## src/rtl/spu_mast_stq_pkg.sv

```systemverilog
// Shared definitions for the MA store-request queue: sizes, entry layout, FSM encoding.
// Latency: n/a (types and constants only).
// Backpressure: n/a.
package spu_mast_stq_pkg;

    localparam int STQ_DEPTH  = 2;   // queue entries; pointers are 1 bit plus a wrap bit
    localparam int STQ_OCNT_W = 4;   // outstanding-at-L2 store counter width
    localparam int PA_W       = 37;  // PA[39:3], one 8-byte word per address
    localparam int DATA_W     = 64;

    // One queued store: the MPA captured at push time plus the MA memory word.
    typedef struct packed {
        logic [PA_W-1:0]   addr;
        logic [DATA_W-1:0] data;
    } stq_entry_t;

    // One-hot store-request FSM.
    typedef enum logic [2:0] {
        ST_IDLE = 3'b001,
        ST_REQ  = 3'b010,
        ST_ACK  = 3'b100
    } stq_state_t;

endpackage

```

## src/rtl/spu_stq_fifo.sv

```systemverilog
// Small register FIFO; head is combinational from storage (entry visible the cycle after push).
// Latency: push at N is at head in N+1; pop takes effect on the clock edge.
// Backpressure: push while full is dropped unless a pop happens the same cycle; pop while empty is ignored.
//
// Ports: rclk/rst_l clock and async active-low reset; push/push_dat write; pop removes head;
//        flush empties the queue (wins over push/pop); full/empty status; head_dat oldest entry.
module spu_stq_fifo #(
    parameter int W     = 8,
    parameter int DEPTH = 2     // must be a power of two so pointer wrap is free
) (
    input  logic         rclk,
    input  logic         rst_l,
    input  logic         push,
    input  logic [W-1:0] push_dat,
    input  logic         pop,
    input  logic         flush,
    output logic         full,
    output logic         empty,
    output logic [W-1:0] head_dat
);

    localparam int AW = (DEPTH > 1) ? $clog2(DEPTH) : 1;

    logic [W-1:0] mem [DEPTH];
    logic [AW:0]  wptr;
    logic [AW:0]  rptr;
    logic         push_ok;
    logic         pop_ok;

    // Same index with opposite wrap bits means every slot is occupied.
    assign empty    = (wptr == rptr);
    assign full     = (wptr[AW-1:0] == rptr[AW-1:0]) && (wptr[AW] != rptr[AW]);
    assign pop_ok   = pop && !empty;
    // At full, a same-cycle pop frees the head slot, so the write may reuse it.
    assign push_ok  = push && (!full || pop_ok);
    assign head_dat = mem[rptr[AW-1:0]];

    always_ff @(posedge rclk or negedge rst_l) begin
        if (!rst_l) begin
            wptr <= '0;
            rptr <= '0;
        end else if (flush) begin
            wptr <= '0;
            rptr <= '0;
        end else begin
            if (push_ok) wptr <= wptr + 1'b1;
            if (pop_ok)  rptr <= rptr + 1'b1;
        end
    end

    always_ff @(posedge rclk or negedge rst_l) begin
        if (!rst_l) begin
            for (int i = 0; i < DEPTH; i++) mem[i] <= '0;
        end else if (push_ok && !flush) begin
            mem[wptr[AW-1:0]] <= push_dat;
        end
    end

endmodule

```

## src/rtl/spu_mast_stq.sv

```systemverilog
// MA store-request queue: tags MA read words with the MPA, issues one LSU store per sequencer request.
// Latency: streq with a non-empty queue -> spu_lsu_st_req next cycle; lsu_st_ack -> stq_streq_ack next cycle.
// Backpressure: request held with stable addr/data until lsu_st_ack; queue overflow drops the push and sets stq_err.
//
// Ports: rclk/rst_l clock and async active-low reset; se scan enable (no functional use);
//        mast_stbuf_wen/stbuf_din queue push; mpa_ld/mpa_din/mast_mpa_addrinc MPA control;
//        mast_streq store request; mactl_abort flush; lsu_st_ack/lsu_st_cmplt LSU handshake and L2 completion;
//        spu_lsu_st_req/addr/data store to LSU; stq_streq_ack sequencer ack; stq_allma_stacks_ok all stores drained;
//        stq_err sticky error.
module spu_mast_stq
    import spu_mast_stq_pkg::*;
#(
    parameter int DEPTH  = STQ_DEPTH,
    parameter int OCNT_W = STQ_OCNT_W
) (
    input  logic              rclk,
    input  logic              rst_l,
    input  logic              se,
    input  logic              mast_stbuf_wen,
    input  logic [DATA_W-1:0] stbuf_din,
    input  logic              mpa_ld,
    input  logic [PA_W-1:0]   mpa_din,
    input  logic              mast_mpa_addrinc,
    input  logic              mast_streq,
    input  logic              mactl_abort,
    input  logic              lsu_st_ack,
    input  logic              lsu_st_cmplt,
    output logic              spu_lsu_st_req,
    output logic [PA_W-1:0]   spu_lsu_st_addr,
    output logic [DATA_W-1:0] spu_lsu_st_data,
    output logic              stq_streq_ack,
    output logic              stq_allma_stacks_ok,
    output logic              stq_err
);

    localparam logic [OCNT_W-1:0] OCNT_MAX = '1;

    logic [PA_W-1:0]   mpa;
    stq_entry_t        wr_entry;
    stq_entry_t        q_head;
    logic              q_full;
    logic              q_empty;
    logic              q_pop;
    stq_state_t        state;
    logic [1:0]        pend;
    logic [OCNT_W-1:0] ocnt;
    logic              abort_seen;

    logic              start_req;
    logic              st_accept;
    logic              q_ovf;
    logic              pend_ovf;
    logic              ocnt_err;

    // Scan enable has no functional effect in this block.
    logic              unused_se;
    assign unused_se = se;

    // ------------------------------------------------------------------
    // MPA register: load has priority over increment.
    // ------------------------------------------------------------------
    always_ff @(posedge rclk or negedge rst_l) begin
        if (!rst_l) begin
            mpa <= '0;
        end else if (mpa_ld) begin
            mpa <= mpa_din;
        end else if (mast_mpa_addrinc) begin
            mpa <= mpa + 1'b1;
        end
    end

    // ------------------------------------------------------------------
    // Store queue
    // ------------------------------------------------------------------
    assign wr_entry = '{addr: mpa, data: stbuf_din};

    spu_stq_fifo #(
        .W     ($bits(stq_entry_t)),
        .DEPTH (DEPTH)
    ) u_fifo (
        .rclk     (rclk),
        .rst_l    (rst_l),
        .push     (mast_stbuf_wen),
        .push_dat (wr_entry),
        .pop      (q_pop),
        .flush    (mactl_abort),
        .full     (q_full),
        .empty    (q_empty),
        .head_dat (q_head)
    );

    // A same-cycle streq counts toward pending so the request goes out the next cycle.
    assign start_req = (state == ST_IDLE) && !mactl_abort && !q_empty &&
                       ((pend != 2'd0) || mast_streq);
    assign st_accept = (state == ST_REQ) && lsu_st_ack;
    // After an abort flush the queue may already be empty when the LSU acks; the fifo ignores that pop.
    assign q_pop     = st_accept;

    assign q_ovf     = mast_stbuf_wen && q_full && !q_pop && !mactl_abort;
    assign pend_ovf  = mast_streq && !start_req && (pend == 2'd3) && !mactl_abort;
    assign ocnt_err  = (lsu_st_cmplt && !st_accept && (ocnt == '0)) ||
                       (st_accept && !lsu_st_cmplt && (ocnt == OCNT_MAX));

    // ------------------------------------------------------------------
    // Pending sequencer requests: +1 per streq, -1 as each request is issued.
    // ------------------------------------------------------------------
    always_ff @(posedge rclk or negedge rst_l) begin
        if (!rst_l) begin
            pend <= 2'd0;
        end else if (mactl_abort) begin
            pend <= 2'd0;
        end else begin
            case ({mast_streq, start_req})
                2'b10:   if (pend != 2'd3) pend <= pend + 2'd1;
                2'b01:   pend <= pend - 2'd1;
                default: pend <= pend;
            endcase
        end
    end

    // ------------------------------------------------------------------
    // Request FSM. Address/data are captured on entry to REQ so they stay
    // stable even if an abort flushes the queue under a live request.
    // ------------------------------------------------------------------
    always_ff @(posedge rclk or negedge rst_l) begin
        if (!rst_l) begin
            state           <= ST_IDLE;
            spu_lsu_st_req  <= 1'b0;
            stq_streq_ack   <= 1'b0;
            spu_lsu_st_addr <= '0;
            spu_lsu_st_data <= '0;
            abort_seen      <= 1'b0;
        end else begin
            case (state)
                ST_IDLE: begin
                    stq_streq_ack <= 1'b0;
                    if (start_req) begin
                        state           <= ST_REQ;
                        spu_lsu_st_req  <= 1'b1;
                        spu_lsu_st_addr <= q_head.addr;
                        spu_lsu_st_data <= q_head.data;
                        abort_seen      <= 1'b0;
                    end
                end
                ST_REQ: begin
                    // The LSU request is never withdrawn; an abort only suppresses the sequencer ack.
                    if (lsu_st_ack) begin
                        spu_lsu_st_req <= 1'b0;
                        abort_seen     <= 1'b0;
                        if (mactl_abort || abort_seen) begin
                            state <= ST_IDLE;
                        end else begin
                            state         <= ST_ACK;
                            stq_streq_ack <= 1'b1;
                        end
                    end else if (mactl_abort) begin
                        abort_seen <= 1'b1;
                    end
                end
                ST_ACK: begin
                    stq_streq_ack <= 1'b0;
                    state         <= ST_IDLE;
                end
                default: begin
                    state          <= ST_IDLE;
                    spu_lsu_st_req <= 1'b0;
                    stq_streq_ack  <= 1'b0;
                    abort_seen     <= 1'b0;
                end
            endcase
        end
    end

    // ------------------------------------------------------------------
    // Stores outstanding at L2. Not cleared by abort: in-flight stores still complete.
    // ------------------------------------------------------------------
    always_ff @(posedge rclk or negedge rst_l) begin
        if (!rst_l) begin
            ocnt <= '0;
        end else begin
            case ({st_accept, lsu_st_cmplt})
                2'b10:   if (ocnt != OCNT_MAX) ocnt <= ocnt + 1'b1;
                2'b01:   if (ocnt != '0)       ocnt <= ocnt - 1'b1;
                default: ocnt <= ocnt;
            endcase
        end
    end

    assign stq_allma_stacks_ok = (ocnt == '0);

    // Sticky error: queue overflow, pending overflow, outstanding counter under/overflow.
    always_ff @(posedge rclk or negedge rst_l) begin
        if (!rst_l) begin
            stq_err <= 1'b0;
        end else if (q_ovf || pend_ovf || ocnt_err) begin
            stq_err <= 1'b1;
        end
    end

endmodule

```

## config.mk

```make
export PLATFORM = sky130hd
export DESIGN_NAME = spu_mast_stq
export DESIGN_NICKNAME = d
export VERILOG_FILES = /design/src/rtl/spu_mast_stq_pkg.sv /design/src/rtl/spu_stq_fifo.sv /design/src/rtl/spu_mast_stq.sv
export SDC_FILE = /design/constraint.sdc
export NUM_CORES = 1
export LEC_CHECK = 0
export BUFFER_PORTS_ARGS = -buffer_cell sky130_fd_sc_hd__buf_4
export CAP_MARGIN = 30
export CORE_MARGIN = 4
export CORE_UTILIZATION = 39
export DETAILED_ROUTE_END_ITERATION = 10
export PLACE_DENSITY_LB_ADDON = 0.3
export SYNTH_ARGS = -nofsm -noshare
export SYNTH_HDL_FRONTEND = slang
export SYNTH_SLANG_ARGS = --single-unit
```

## constraint.sdc

```tcl
create_clock -name rclk -period 4.2 [get_ports rclk]
set_clock_uncertainty 0.2 [all_clocks]
set_input_delay 0.63 -clock rclk [delete_from_list [all_inputs] [get_ports rclk]]
set_output_delay 0.63 -clock rclk [all_outputs]
set_load 0.05 [all_outputs]
```

==> impl_metrics.json, run 1 <==
{
  "status": "finished clean",
  "synthTopCellsByArea": "dfrtp_1 58%, mux2_2 8.2%, mux2_4 8.0%, mux2i_1 6.7%, o21ai_0 4.0%",
  "rsz0062_at_grt": "false",
  "arrival_ps": 3070,
  "row_count": 72,
  "setup_viol": 0,
  "hold_violations": 0,
  "routed_via_density": 4.955,
  "yosysWarnings": 0,
  "place.gp.congestion": 0.7678,
  "cts_tree": "yes",
  "cap_violations": 0,
  "fp.coreArea_um2": 38740,
  "crit-reg2reg-capture": "spu_lsu_st_addr[27]",
  "finalMaxSlewViolations": 0,
  "fin_crit_sh": 0.6872,
  "worst_pin_slew_ps": 1020,
  "hold_ws_ps": 92.71,
  "crit_path_end_kind": "flop",
  "clock-sinks": 357,
  "final_common_cell": "dfrtp_1",
  "cts_resized": 0,
  "clock_latency_ps": 540,
  "area_growth_pct": 22.62,
  "first_iter_violations": 454,
  "path_max_fanout": 51,
  "reg2regPathDepth": 5,
  "initial_core_util": 0.3948,
  "wire_per_inst_um": 17.38,
  "max_freq_ghz": 0.3465,
  "p_leak_nw": 8.559,
  "drt_wl_total_mm": 33.75,
  "nets": 1509,
  "synth_top_flop_cell": "dfrtp_1",
  "die_area_um2": 42440,
  "synth_top_area_frac": 0.5826,
  "drc_errors": 0,
  "grt_max_degree": 102,
  "critPathKind": "reg2reg",
  "grt_usage": 0.1586,
  "drt_first_pass_iters": 5,
  "die_y_um": 206.0,
  "post_synth_instance_area_um2": 15290,
  "cts.clk_slew.worst_paths_ps": 60,
  "cts_made_buffers": 40,
  "cp-start-kind": "flop",
  "hold_depth": 3,
  "ys_async_sr_fraction": 1.000,
  "hold_path.startpoint": "mpa_din[15]",
  "synth-seq-area-share": 0.5843,
  "cts_buffer_depth": 3,
  "antenna_found_initial": 2,
  "postRouteAntennaNets": 0,
  "port_buffers": 214,
  "die_w_um": 206.0,
  "final_core_util": 0.4840,
  "rrSetupSlack_ps": 1310,
  "ys_types": 43,
  "worstHoldPathType": "in2reg",
  "grt_pass1_wl_mm": 54.39,
  "cts.htree.levels": 2,
  "ys_ff_latch": 357,
  "grt-ovfl-total": 0,
  "avgSynthCellArea_um2": 12.81,
  "via_count": 9622,
  "min_period_ps": 2886,
  "synth_edf_count": 0,
  "cp_data_required_time_ps": 4380,
  "post_cts_buffers": 0,
  "grt_pass1_vias": 10040,
  "netlist_instances": 1194,
  "synth_nets": 1307,
  "pin_count": 216,
  "p_total_mw": 13.22,
  "final_cell_mix": "355 x dfrtp_1, 222 x buf_4, 154 x nand2_1",
  "reg2reg_from": "u_fifo.rptr[0]",
  "slew_headroom": 0.3200,
  "place_hpwl_mm": 21.17,
  "finalSetupTns_ps": 0,
  "drive_above_1_share": 0.3460,
  "holdPathEnd": "mpa[15]",
  "cts-root-buf": "clkbuf_16",
  "synth_top_area_cell": "dfrtp_1",
  "ir_drop_mv": 0.3931,
  "power_density_nw_per_um2": 705.1
}
-- layer usage --
metal / vias to the layer above / GRT usage / part of all wire
met1: 4793 / 0.2241 / 0.47
met5: - / 0 / 0.00039
met4: 2 / 0.05276 / 0.023
met2: 208 / 0.2433 / 0.44
li1: 4571 / - / -
met3: 48 / 0.03562 / 0.058
-- worst max-delay path by stage --
stage / from / to / slack [ps] / cells after the start
after global routing: u_fifo.rptr[0] / spu_lsu_st_addr[27] / 1200 / 5
final: u_fifo.rptr[0] / spu_lsu_st_addr[27] / 1310 / 5
after global placement: u_fifo.rptr[0] / spu_lsu_st_addr[27] / 1130 / 4
after CTS: u_fifo.rptr[0] / spu_lsu_st_addr[27] / 1280 / 5
after detailed placement: u_fifo.rptr[0] / spu_lsu_st_addr[27] / 1300 / 5
after floorplan: ocnt[0] / ocnt[1] / 980 / 3
-- worst max-delay path, cell delays in order, from the launching register on --
cell,delay (ps)
dfrtp_4,400
buf_4,730
buf_4,530
buf_16,300
mux2i_1,370
o21ai_0,130
-- sequential cells by signal (all words and copies together) (netlist names) --
register,cells
stq_err,1
spu_lsu_st_req,1
u_fifo.rptr,2
u_fifo.wptr,2
pend,2
spu_lsu_st_addr,37
stq_streq_ack,1
ocnt,4
state,3
mpa,37
spu_lsu_st_data,64
u_fifo.mem,202
abort_seen,1
-- where the power goes --
| group | switching [mW] | internal [mW] |
|---|---|---|
| clock network | 1.37 | 2.14 |
| logic | 2.64 | 1.68 |
| registers | 0.725 | 4.66 |
-- synthesized netlist by cell type, types with 2 or more instances --
master / instances
nand3_1: 14
and3_1: 9
mux2i_1: 102
o21ai_0: 123
ha_1: 2
clkbuf_1: 38
nor4_1: 3
nor2_1: 18
nor3_1: 6
inv_1: 9
buf_6: 11
nand2_1: 154
buf_2: 21
xnor2_1: 9
dfrtp_1: 356
xor2_1: 33
o21ai_1: 25
mux2_4: 81
or3_1: 7
mux2_1: 9
a21oi_1: 8
mux2_2: 111
a31oi_1: 7
nand4_1: 19
-- through the flow --
step / area [um^2] / setup slack (ps) / std cells
4_1_cts: 18750 / 1279 / 1940
6_report: 18750 / 1314 / 1942
3_3_place_gp: 17400 / 1126 / 1870
2_1_floorplan: 15290 / 978.4 / 1194
5_1_grt: 18750 / 1196 / 1941
3_5_place_dp: 17420 / 1300 / 1871
-- cell type report --
cell class              instances  area (um^2)
flip-flops and latches        357         8939
multi-input cells             755         5949
clock inverters                 8        115.1
well taps                     518        648.1
inverters                      10        37.54
fillers                      3494        19990
repair buffers                232         1859
clock buffers                  60         1197
diodes                          2        5.005
-- logic make-up after synthesis --
family,synth area share
flip-flops,0.5843
AND/OR/NAND/NOR,0.07110
multiplexers,0.2347
AO/OA/AOI/OAI,0.05695
XOR/XNOR,0.02406
adder cells (fa/ha/maj),0.001636
buffers and inverters,0.02733
-- timing repair --
item | in CTS | in global routing
hold buffers | 1 | 0
hold endpoints to repair | 95 | 0
setup endpoints to repair | 0 | 0
Power figures use the tool's default switching activity.
==> run 2, diff against run 1 <==
clock period = 2.83 ns   (was 4.2 ns; I/O delays follow)
==> run 2 against run 1 <==
Net effect:
- worst hold slack worse by 33 ps
- core utilization up 2.9 points
- non-clock buffer count up 111
- first-iteration DRC count unchanged
- setup slack worse by 1000 ps
- final cell count up 5.6%
- design area up 5.9%
- flip-flop and latch count unchanged
- largest cell class unchanged
==> impl_metrics.json, run 2 (synthesized netlist as in run 1, its figures left out) <==
{
  "status": "finished clean",
  "place.gp.congestion": 0.7699,
  "drt_wl_total_mm": 34.56,
  "place_area_um2": 17480,
  "max_freq_ghz": 0.3971,
  "p_total_mw": 19.71,
  "cp-start-kind": "flop",
  "cts_tree": "yes",
  "crit-reg2reg-capture": "spu_lsu_st_data[55]",
  "critPathKind": "reg2reg",
  "port_buffers": 214,
  "crit_path_end_kind": "flop",
  "grt_max_degree": 130,
  "die_area_um2": 42440,
  "cap_violations": 0,
  "fin_crit_sh": 0.8899,
  "grt_usage": 0.1620,
  "area_growth_pct": 29.84,
  "rrSetupSlack_ps": 310,
  "nets": 1620,
  "crit_end": "spu_lsu_st_data[55]",
  "postRouteAntennaNets": 0,
  "row_count": 72,
  "hold_ws_ps": 59.93,
  "wire_per_inst_um": 16.85,
  "cp_data_required_time_ps": 2990,
  "first_iter_violations": 454,
  "crit_family": "simple AND/OR/NAND/NOR gates",
  "worstHoldPathType": "in2reg",
  "reg2reg_from": "state[0]",
  "setup_ws_ps": 311.5,
  "hold_depth": 3,
  "seq_area_um2": 8939,
  "reg_top3": "u_fifo.mem x202, spu_lsu_st_data x64",
  "die_y_um": 206.0,
  "final_core_util": 0.5126,
  "grt_pass1_wl_mm": 55.72,
  "clock_latency_ps": 550,
  "place_hpwl_mm": 20.86,
  "initial_core_util": 0.3948,
  "post_cts_buffers": 0,
  "die_w_um": 206.0,
  "drc_errors": 0,
  "setup_viol": 0,
  "cts-root-buf": "clkbuf_16",
  "path_depth": 6,
  "largest-register": "u_fifo.mem",
  "rsz0062_at_grt": "false",
  "startpoint": "state[0]",
  "ir_drop_mv": 0.6159,
  "cts_made_buffers": 40,
  "finalSetupTns_ps": 0,
  "cp_slowest_cell": "dfstp_2",
  "fin_cells": 2051,
  "power_density_nw_per_um2": 992.7,
  "arrival_ps": 2680,
  "worst_pin_slew_ps": 857.3,
  "pin_count": 216,
  "clock-sinks": 357,
  "finalMaxSlewViolations": 0,
  "slowest_delay_ps": 570,
  "hold_violations": 0,
  "cts.clk_slew.worst_paths_ps": 60,
  "reg2regPathDepth": 6,
  "antenna_found_initial": 1,
  "routed_via_density": 4.950,
  "min_period_ps": 2519,
  "path_cells": "nor3b_2 -> o21ai_1 -> or3_4 -> buf_4 -> nand2_1 -> o21ai_0",
  "multi_input_area_um2": 5956,
  "final_cell_mix": "355 x dfrtp_1, 224 x buf_4, 154 x nand2_1",
  "crit_buf_inv": 1,
  "fp.coreArea_um2": 38740,
  "cts_resized": 0,
  "via_count": 10150,
  "final_cell_area_um2": 19860,
  "path_max_fanout": 76,
  "cts_buffer_depth": 3,
  "final_common_cell": "dfrtp_1",
  "drive_above_1_share": 0.3231,
  "largest_register_ffs": 202,
  "slew_headroom": 0.4285,
  "dp.cells": 1875,
  "cts.htree.levels": 2,
  "p_leak_nw": 9.022,
  "grt-ovfl-total": 0,
  "grt_pass1_vias": 10640,
  "drt_first_pass_iters": 4,
  "pre_cts_ws_ps": 334.2,
  "fillCellCount": 3392
}
run 2: changes by cell type in the layout (fill, tap and decap cells not counted), sizes merged, moves of 3 or more:
cell	before	now
buf	231	235
clkbuf	60	54
clkinv	6	9
dlygate4sd3	1	108
run 2: worst min path at each step:
stage                startpoint               to  slack (ps)
3_3_place_gp              rst_l   u_fifo.mem[45]         190
4_1_cts        mast_mpa_addrinc           mpa[1]          10
3_5_place_dp              rst_l  u_fifo.mem[146]         190
2_1_floorplan             rst_l       abort_seen         -70
6_report       mast_mpa_addrinc           mpa[1]          60
5_1_grt        mast_mpa_addrinc           mpa[1]          40
run 2: cell type report:
class | count | share of cell area
clock inverter | 13 | 0.009011
multi-input combinational | 755 | 0.3000
tap | 518 | 0.03264
clock buffer | 54 | 0.05621
timing repair buffer | 343 | 0.1500
antenna | 1 | 0.0001260
inverter | 10 | 0.001890
sequential | 357 | 0.4502
run 2: layer usage:
metal	wire length [um]	share of wire	vias up	GRT usage
li1	-	-	4791	-
met1	16190	0.47	5088	0.2249
met2	16020	0.46	221	0.2612
met3	1598	0.046	52	0.02903
met4	750	0.022	0	0.04919
met5	0	0	-	0
run 2: worst min-delay path: stages:
cell and delay (ps):
buf_4 130, mux2i_1 80, o21ai_0 130
run 2: timing repair:
item                                    4_1_cts  5_1_grt
hold buffers                                108        0
endpoints found under the hold margin       218        0
endpoints found under the setup margin        0        0
run 2: where the power goes:
group          leakage [nW]  total, mW  internal [mW]  switching [mW]
Combinational          4.04       6.55           2.60            3.94
Clock                 0.635       5.16           3.12            2.03
Sequential             4.35       8.01           6.92            1.09
Total                  9.02       19.7           12.6            7.06
